[config.mk]
export PLATFORM = sky130hd
export DESIGN_NAME = fifo_wr_arbiter_flat
export DESIGN_NICKNAME = d
export VERILOG_FILES = /design/src/rtl/fifo_wr_arbiter_pkg.sv /design/src/rtl/fifo_wr_arbiter_if.sv /design/src/rtl/fifo_wr_arbiter_rr_arbiter.sv /design/src/rtl/fifo_wr_arbiter.sv /design/src/flat_wrapper.sv
export SDC_FILE = /design/constraint.sdc
export NUM_CORES = 1
export LEC_CHECK = 0
export BUFFER_PORTS_ARGS = -buffer_cell sky130_fd_sc_hd__buf_2
export CORE_MARGIN = 3
export CORE_UTILIZATION = 35
export CTS_CLUSTER_DIAMETER = 60
export CTS_CLUSTER_SIZE = 30
export DETAILED_ROUTE_END_ITERATION = 8
export PLACE_DENSITY_LB_ADDON = 0.1
export SYNTH_ARGS = -nofsm -noshare
export SYNTH_HDL_FRONTEND = slang
export SYNTH_SLANG_ARGS = --single-unit
export TNS_END_PERCENT = 10
[constraint.sdc]
create_clock -name wclk -period 4.75 [get_ports wclk]
set_input_delay 0.95 -clock wclk [delete_from_list [all_inputs] [get_ports wclk]]
set_output_delay 0.95 -clock wclk [all_outputs]
set_load 0.005 [all_outputs]
[src/rtl/fifo_wr_arbiter_pkg.sv]
// ---------------------------------------------------------------------------
// fifo_wr_arb_pkg
//   Shared types and helpers for the FIFO write-port arbiter.
//   - arb_state_e   : arbiter FSM states (IDLE, BURST)
//   - DEF_NUM_REQ   : default requester count
//   - DEF_MAX_BURST : default maximum beats per grant
//   - id_w(n)       : index width for n items ($clog2, never below 1 bit)
// ---------------------------------------------------------------------------
package fifo_wr_arb_pkg;

    typedef enum logic {
        IDLE  = 1'b0,
        BURST = 1'b1
    } arb_state_e;

    localparam int DEF_NUM_REQ   = 4;
    localparam int DEF_MAX_BURST = 8;

    // Floors at one bit so a single-entry index still has a legal width.
    function automatic int id_w(input int n);
        return (n <= 1) ? 1 : $clog2(n);
    endfunction

endpackage

[src/rtl/fifo_wr_arbiter_if.sv]
// ---------------------------------------------------------------------------
// fifo_wr_arbiter_if
//   Bundles the requester streams and the FIFO write side seen by the
//   arbiter.
//   Requester side : req_valid, req_data (packed, requester i at
//                    [i*DATA_WIDTH +: DATA_WIDTH]), req_last, req_ready
//   FIFO side      : wdata, write_enable, wfull, wr_almost_ful, overflow
//   Modports:
//     master - the arbiter (drives req_ready, wdata, write_enable)
//     slave  - the environment (requesters and FIFO)
// ---------------------------------------------------------------------------
interface fifo_wr_arbiter_if #(
    parameter int NUM_REQ    = 4,
    parameter int DATA_WIDTH = 32
);
    logic [NUM_REQ-1:0]            req_valid;
    logic [NUM_REQ*DATA_WIDTH-1:0] req_data;
    logic [NUM_REQ-1:0]            req_last;
    logic [NUM_REQ-1:0]            req_ready;
    logic [DATA_WIDTH-1:0]         wdata;
    logic                          write_enable;
    logic                          wfull;
    logic                          wr_almost_ful;
    logic                          overflow;

    modport master (
        input  req_valid, req_data, req_last, wfull, wr_almost_ful, overflow,
        output req_ready, wdata, write_enable
    );

    modport slave (
        output req_valid, req_data, req_last, wfull, wr_almost_ful, overflow,
        input  req_ready, wdata, write_enable
    );
endinterface

[src/rtl/fifo_wr_arbiter_rr_arbiter.sv]
// ---------------------------------------------------------------------------
// rr_arbiter
//   Combinational round-robin pick. The request vector is doubled and all
//   positions below the start pointer are masked off, so the lowest set bit
//   of the masked vector is the first requester at or after start, with
//   wrap-around handled by the upper copy.
//   Ports:
//     req     in  N      request vector
//     start   in  IW     highest-priority index
//     grant   out N      one-hot winner (zero when no request)
//     winner  out IW     winner index (zero when no request)
//     any_req out 1      at least one request is pending
// ---------------------------------------------------------------------------
module rr_arbiter
    import fifo_wr_arb_pkg::*;
#(
    parameter  int N  = DEF_NUM_REQ,
    localparam int IW = id_w(N)
) (
    input  logic [N-1:0]  req,
    input  logic [IW-1:0] start,
    output logic [N-1:0]  grant,
    output logic [IW-1:0] winner,
    output logic          any_req
);

    logic [2*N-1:0] dbl;
    logic [2*N-1:0] mask;
    logic [2*N-1:0] masked;

    always_comb begin
        dbl = {req, req};
        for (int i = 0; i < 2*N; i++) begin
            mask[i] = (i >= int'(start));
        end
        masked = dbl & mask;

        // Scan downward so the lowest set position is the last one written.
        winner = '0;
        for (int i = 2*N-1; i >= 0; i--) begin
            if (masked[i]) begin
                winner = IW'(i % N);
            end
        end

        any_req = |req;
        grant   = any_req ? (N'(1) << winner) : '0;
    end

endmodule

[src/rtl/fifo_wr_arbiter.sv]
// ---------------------------------------------------------------------------
// fifo_wr_arbiter
//   Shares the async-FIFO write port among NUM_REQ requesters with
//   round-robin burst arbitration in the wclk domain. An IDLE cycle picks
//   the next grantee (never while wr_almost_ful is high); BURST then passes
//   the grantee's beats straight through to the FIFO, stalling on wfull.
//   A burst ends on an accepted last beat, on the MAX_BURST-th accepted
//   beat, or when the grantee drops req_valid.
//
//   Ports:
//     wclk        in   write-domain clock
//     hw_rst_n    in   asynchronous active-low reset
//     bus         if   fifo_wr_arbiter_if.master (requester + FIFO signals)
//     grant_id    out  current grantee, valid while busy
//     busy        out  burst in progress
//   Optional (macro FIFO_WR_ARB_OVF_TRACK_EN):
//     ovf_sticky  out  set by the first overflow pulse after reset
//     ovf_id      out  grant_id captured with that first pulse
//   Without the macro the overflow input is ignored.
// ---------------------------------------------------------------------------
module fifo_wr_arbiter
    import fifo_wr_arb_pkg::*;
#(
    parameter  int NUM_REQ    = DEF_NUM_REQ,
    parameter  int DATA_WIDTH = 32,
    parameter  int MAX_BURST  = DEF_MAX_BURST,
    localparam int IDW        = id_w(NUM_REQ)
) (
    input  logic              wclk,
    input  logic              hw_rst_n,
    fifo_wr_arbiter_if.master bus,
    output logic [IDW-1:0]    grant_id,
    output logic              busy
`ifdef FIFO_WR_ARB_OVF_TRACK_EN
    ,
    output logic              ovf_sticky,
    output logic [IDW-1:0]    ovf_id
`endif
);

    localparam int CNTW = id_w(MAX_BURST);
    localparam logic [CNTW-1:0] LAST_CNT = CNTW'(MAX_BURST - 1);

    arb_state_e            state;
    logic [IDW-1:0]        rr_ptr;
    logic [CNTW-1:0]       beat_cnt;

    logic [NUM_REQ-1:0]    grant_onehot_unused;
    logic [IDW-1:0]        rr_winner;
    logic                  any_req;

    logic                  in_burst;
    logic                  g_valid;
    logic                  g_last;
    logic [DATA_WIDTH-1:0] g_data;
    logic                  we;
    logic                  burst_end;
    logic [IDW-1:0]        next_ptr;

    rr_arbiter #(
        .N (NUM_REQ)
    ) u_rr (
        .req     (bus.req_valid),
        .start   (rr_ptr),
        .grant   (grant_onehot_unused),
        .winner  (rr_winner),
        .any_req (any_req)
    );

    // Grantee mux: select valid/last/data of the registered grant_id.
    always_comb begin
        g_valid = 1'b0;
        g_last  = 1'b0;
        g_data  = '0;
        for (int i = 0; i < NUM_REQ; i++) begin
            if (grant_id == IDW'(i)) begin
                g_valid = bus.req_valid[i];
                g_last  = bus.req_last[i];
                g_data  = bus.req_data[i*DATA_WIDTH +: DATA_WIDTH];
            end
        end
    end

    assign in_burst = (state == BURST);
    assign we       = in_burst & g_valid & ~bus.wfull;

    // A dropped valid closes the burst even while wfull stalls it.
    assign burst_end = in_burst &
                       (~g_valid | (we & (g_last | (beat_cnt == LAST_CNT))));

    assign next_ptr = (grant_id == IDW'(NUM_REQ - 1)) ? '0 : grant_id + 1'b1;

    assign bus.write_enable = we;
    assign bus.wdata        = we ? g_data : '0;
    assign bus.req_ready    = (in_burst & ~bus.wfull) ? (NUM_REQ'(1) << grant_id) : '0;

    always_ff @(posedge wclk or negedge hw_rst_n) begin
        if (!hw_rst_n) begin
            state    <= IDLE;
            rr_ptr   <= '0;
            beat_cnt <= '0;
            grant_id <= '0;
            busy     <= 1'b0;
        end else begin
            unique case (state)
                IDLE: begin
                    if (any_req && !bus.wr_almost_ful) begin
                        grant_id <= rr_winner;
                        busy     <= 1'b1;
                        beat_cnt <= '0;
                        state    <= BURST;
                    end
                end
                BURST: begin
                    if (we) begin
                        beat_cnt <= beat_cnt + 1'b1;
                    end
                    if (burst_end) begin
                        state  <= IDLE;
                        busy   <= 1'b0;
                        rr_ptr <= next_ptr;
                    end
                end
                default: state <= IDLE;
            endcase
        end
    end

`ifdef FIFO_WR_ARB_OVF_TRACK_EN
    // Only the first overflow after reset is recorded; later pulses are ignored.
    always_ff @(posedge wclk or negedge hw_rst_n) begin
        if (!hw_rst_n) begin
            ovf_sticky <= 1'b0;
            ovf_id     <= '0;
        end else if (bus.overflow && !ovf_sticky) begin
            ovf_sticky <= 1'b1;
            ovf_id     <= grant_id;
        end
    end
`else
    logic overflow_unused;
    assign overflow_unused = bus.overflow;
`endif

endmodule

[src/flat_wrapper.sv]
// flat-port wrapper written by rule: the top's interface ports become plain ports
module fifo_wr_arbiter_flat import fifo_wr_arb_pkg::*;
#(
    parameter  int NUM_REQ    = DEF_NUM_REQ,
    parameter  int DATA_WIDTH = 32,
    parameter  int MAX_BURST  = DEF_MAX_BURST,
    localparam int IDW        = id_w(NUM_REQ)
)
  (wclk, hw_rst_n, grant_id, busy, bus_req_valid, bus_req_data, bus_req_last, bus_wfull, bus_wr_almost_ful, bus_overflow, bus_req_ready, bus_wdata, bus_write_enable);
  fifo_wr_arbiter_if #(.NUM_REQ(NUM_REQ), .DATA_WIDTH(DATA_WIDTH)) bus_i ();
  input  logic wclk;
  input  logic hw_rst_n;
  output logic [IDW-1:0] grant_id;
  output logic busy;
  input wire logic [$bits(bus_i.req_valid)-1:0] bus_req_valid;
  input wire logic [$bits(bus_i.req_data)-1:0] bus_req_data;
  input wire logic [$bits(bus_i.req_last)-1:0] bus_req_last;
  input wire logic [$bits(bus_i.wfull)-1:0] bus_wfull;
  input wire logic [$bits(bus_i.wr_almost_ful)-1:0] bus_wr_almost_ful;
  input wire logic [$bits(bus_i.overflow)-1:0] bus_overflow;
  output wire logic [$bits(bus_i.req_ready)-1:0] bus_req_ready;
  output wire logic [$bits(bus_i.wdata)-1:0] bus_wdata;
  output wire logic [$bits(bus_i.write_enable)-1:0] bus_write_enable;
  assign bus_i.req_valid = bus_req_valid;
  assign bus_i.req_data = bus_req_data;
  assign bus_i.req_last = bus_req_last;
  assign bus_i.wfull = bus_wfull;
  assign bus_i.wr_almost_ful = bus_wr_almost_ful;
  assign bus_i.overflow = bus_overflow;
  assign bus_req_ready = bus_i.req_ready;
  assign bus_wdata = bus_i.wdata;
  assign bus_write_enable = bus_i.write_enable;
  fifo_wr_arbiter #(.NUM_REQ(NUM_REQ), .DATA_WIDTH(DATA_WIDTH), .MAX_BURST(MAX_BURST)) u_core (.wclk(wclk), .hw_rst_n(hw_rst_n), .bus(bus_i), .grant_id(grant_id), .busy(busy));
endmodule
==> key figures <==
Floorplan
  – Area of the core: 0.004474 mm^2
  – Die W: 75.16 um
  – Row count: 24
  – Die H: 75.16 um
  – Die area: 0.005649 mm^2
  – IO Pins: 181
  – Starting density of the core: 0.3742

Synth
  – Count leader, synth: a21oi_1
  – Post-synth top cells: 37 x a21oi_1, 34 x nor2_1, 31 x nor2b_1
  – Ys async rst share: 1.000
  – Register area share after synthesis: 0.1345
  – Syn nets: 405
  – Post-Syn Instances: 258
  – Yosys cell types: 29
  – Post-Syn Area per Cell: 6.489 um^2
  – Synth top area share: 0.1517
  – Most used DFF post-synth: dfrtp_1
  – Area leader, netlist: a221oi_1
  – Number of synthesized flops with an enable pin: 0
  – Yosys warns: 0
  – Area contributors post-synth: a221oi_1 15%, dfrtp_1 13%, nor2b_1 12%, a21oi_1 11%, nor3_1 8.7%
  – Flops & latches, synth: 9
  – Post-Syn Area: 0.001674 mm^2

GRT
  – Most Crowded Layer GR: met2
  – Pin count of the biggest net entering global routing: 53
  – Grt met1 use: 0.2904
  – Total congestion overflow: 0
  – Gr usage total: 0.2216
  – First-pass GRT wire length: 10.03 mm
  – Met2 Use GR: 0.3907
  – M3 GR Usage: 0.02403
  – Vias in the first global route: 2107
  – Initial antenna violation count: 0

Setup path
  – Worst EP arrival: 2.72 ns
  – Buffers & Inverters on Critical Path: 4
  – CP endpoint kind: output pin
  – Crit path largest cell delay: 0.43 ns
  – Most used cell, CP: buf_4
  – Worst setup SP type: flop
  – Crit-path leading delay family: buffers and inverters
  – WS Path Type: reg2out
  – Required @ worst endpoint: 3.80 ns
  – Worst-path fanout max: 39
  – Cell breakdown of the critical path: inv_1 > ha_1 > buf_4 > a211oi_1 > a211oi_2 > nand2_1 > buf_4 > nor2_1 > buf_2
  – Worst Reg-to-Reg Cells: 7
  – Slowest-stage cell, CP: dfrtp_1
  – Reg2Reg Setup Slack: 2.24 ns
  – Worst r2r src: u_core.grant_id[0]
  – R2R Path End: u_core.rr_ptr[0]

Min path
  – Hold Path Sink: u_core.busy
  – WHS Path Cells: 1
  – Hold Path Class: reg2reg
  – Hold Startpoint: u_core.busy

Pwr
  – Power density cells: 485.8 mW/mm^2
  – Leakage: 1.384 nW
  – Max VDD drop: 0.3539 mV

Finish
  – Layout area overhead: 56.43%
  – Number of diodes: 0
  – Layout cells sized above 1: 0.4619
  – Final instance area: 0.002619 mm^2
  – Fin nets: 568

Timing
  – Slew HR: 0.5602
  – Final Hold Slack: 0.4884 ns
  – Crit share post-route: 0.7722
  – Slew @ Worst Pin: 0.6597 ns
  – Final setup violation count: 0
  – Final hold viol count: 0
  – Max Slew Vio Count: 0
  – Post-route setup TNS: 0 ns
  – Worst Skew: 0.002485 ns
  – Crit path time final: 3.668 ns
  – Unrepaired setup endpoints after global routing: false
  – Fmax: 272.6 MHz

CTS
  – Setup Buffers After CTS: 0
  – Max Root-Sink Buffers: 2
  – Sink Count: 9
  – TritonCTS Buffers: 3
  – Worst-path clk slew: 0.05 ns
  – H-tree depth: 1
  – Clock Latency Late Sink: 0.23 ns
  – TritonCTS clock tree: done
  – Post-CTS Resized: 0
  – CTS Hold Bufs: 0
  – CTS Root Cell: clkbuf_8

Outcome
  – Run status: finished clean

Route
  – Routed WL: 7.304 mm
  – Vias after detailed routing: 2569
  – DR pass1 iterations: 5
  – Iteration-0 DRC Markers: 150
  – Number of vias per cell: 5.443
  – Antenna viol nets, final: 0
  – Wirelength per Cell: 15.47 um
  – # DRC: 0

Placement
  – Routability congestion estimate: 0.7964
  – Dpl cell area: 0.002574 mm^2
  – IO Port Bufs: 179
  – HPWL after DPL: 5.603 mm

Flow run
  – Max-cap violations: 0
-- per-stage QoR --
step / setup WS (ns) / power, W / instances / util
floorplan: 1.980 / 0.0009062 / 258 / -
global placement: 1.309 / 0.001158 / 468 / 0.5752
CTS: 1.032 / 0.001273 / 472 / 0.5853
detailed placement: 1.281 / 0.001179 / 468 / 0.5752
global route: 0.7524 / 0.001400 / 472 / 0.5853
finish: 1.082 / 0.001272 / 472 / 0.5853
-- routing by layer --
| layer | routed length, um | vias to the layer above |
|---|---|---|
| li1 | - | 1274 |
| met1 | 2976 | 1160 |
| met2 | 3605 | 125 |
| met3 | 625 | 10 |
| met4 | 96 | 0 |
| met5 | 0 | - |
-- sequential cells by signal (all words and copies together) (netlist names) --
register / count
u_core.busy: 1
u_core.in_burst: 1
u_core.rr_ptr: 2
u_core.beat_cnt: 3
u_core.grant_id: 2
-- worst register-to-register path, delay by kind of cell, from the launching register on --
family	cells	cell delay, ns
compound gates	3	0.59
flops	1	0.44
fa+ha+maj	1	0.47
mux	1	0.32
buf+inv	2	0.56
-- placed cells by master (no fill, tap or decap) --
master,netlist,final
a211o_1,1,1
a211oi_1,2,2
a211oi_2,1,1
a21bo_2,1,1
a21oi_1,37,37
a221oi_1,29,29
a221oi_2,1,1
and2_1,7,7
and2b_1,1,1
buf_2,5,179
buf_4,0,5
clkbuf_1,18,1
clkbuf_8,0,3
dfrtp_1,9,9
ha_1,6,4
ha_2,0,2
inv_1,4,4
mux2_1,2,2
mux2i_1,1,1
nand2_1,13,13
nand2b_1,2,2
nand3_1,5,5
nand3b_1,4,4
nor2_1,34,34
nor2b_1,31,31
nor3_1,29,29
nor3b_1,2,2
o21ai_0,5,5
o21ai_2,1,1
o31ai_1,3,3
o41ai_2,1,1
-- kinds of logic after synthesis --
| kind of cell | after synthesis | share of synthesized area |
|---|---|---|
| simple gates | 128 | 0.3879 |
| compound gates | 82 | 0.3423 |
| buf+inv | 30 | 0.07099 |
| flops | 9 | 0.1345 |
| fa+ha+maj | 6 | 0.04484 |
| mux | 3 | 0.01943 |
-- worst max-delay path by stage --
stage	start	to	slack [ns]	cells after the start
2_1_floorplan	bus_req_valid[1]	bus_wdata[10]	1.98	5
3_3_place_gp	u_core.grant_id[1]	bus_wdata[30]	1.31	9
3_5_place_dp	u_core.grant_id[1]	bus_wdata[30]	1.28	9
4_1_cts	u_core.grant_id[1]	bus_wdata[30]	1.03	9
5_1_grt	u_core.grant_id[1]	bus_wdata[30]	0.75	9
6_report	u_core.grant_id[1]	bus_wdata[30]	1.08	9
-- final cells by class --
class,instances,area [um^2]
timing repair buffer,184,933.4
sequential,9,225.2
tap,52,65.06
fill,457,1856
inverter,4,15.01
clock buffer,4,45.04
multi-input combinational,219,1335
-- where the power goes --
group	total [W]	internal (W)	switching, W
clock	0.0000886	0.0000585	0.0000301
sequential	0.000146	0.000108	0.0000378
combinational	0.00104	0.000460	0.000578
total	0.00127	0.000626	0.000646
No activity file was read; power rests on OpenSTA's default activity.
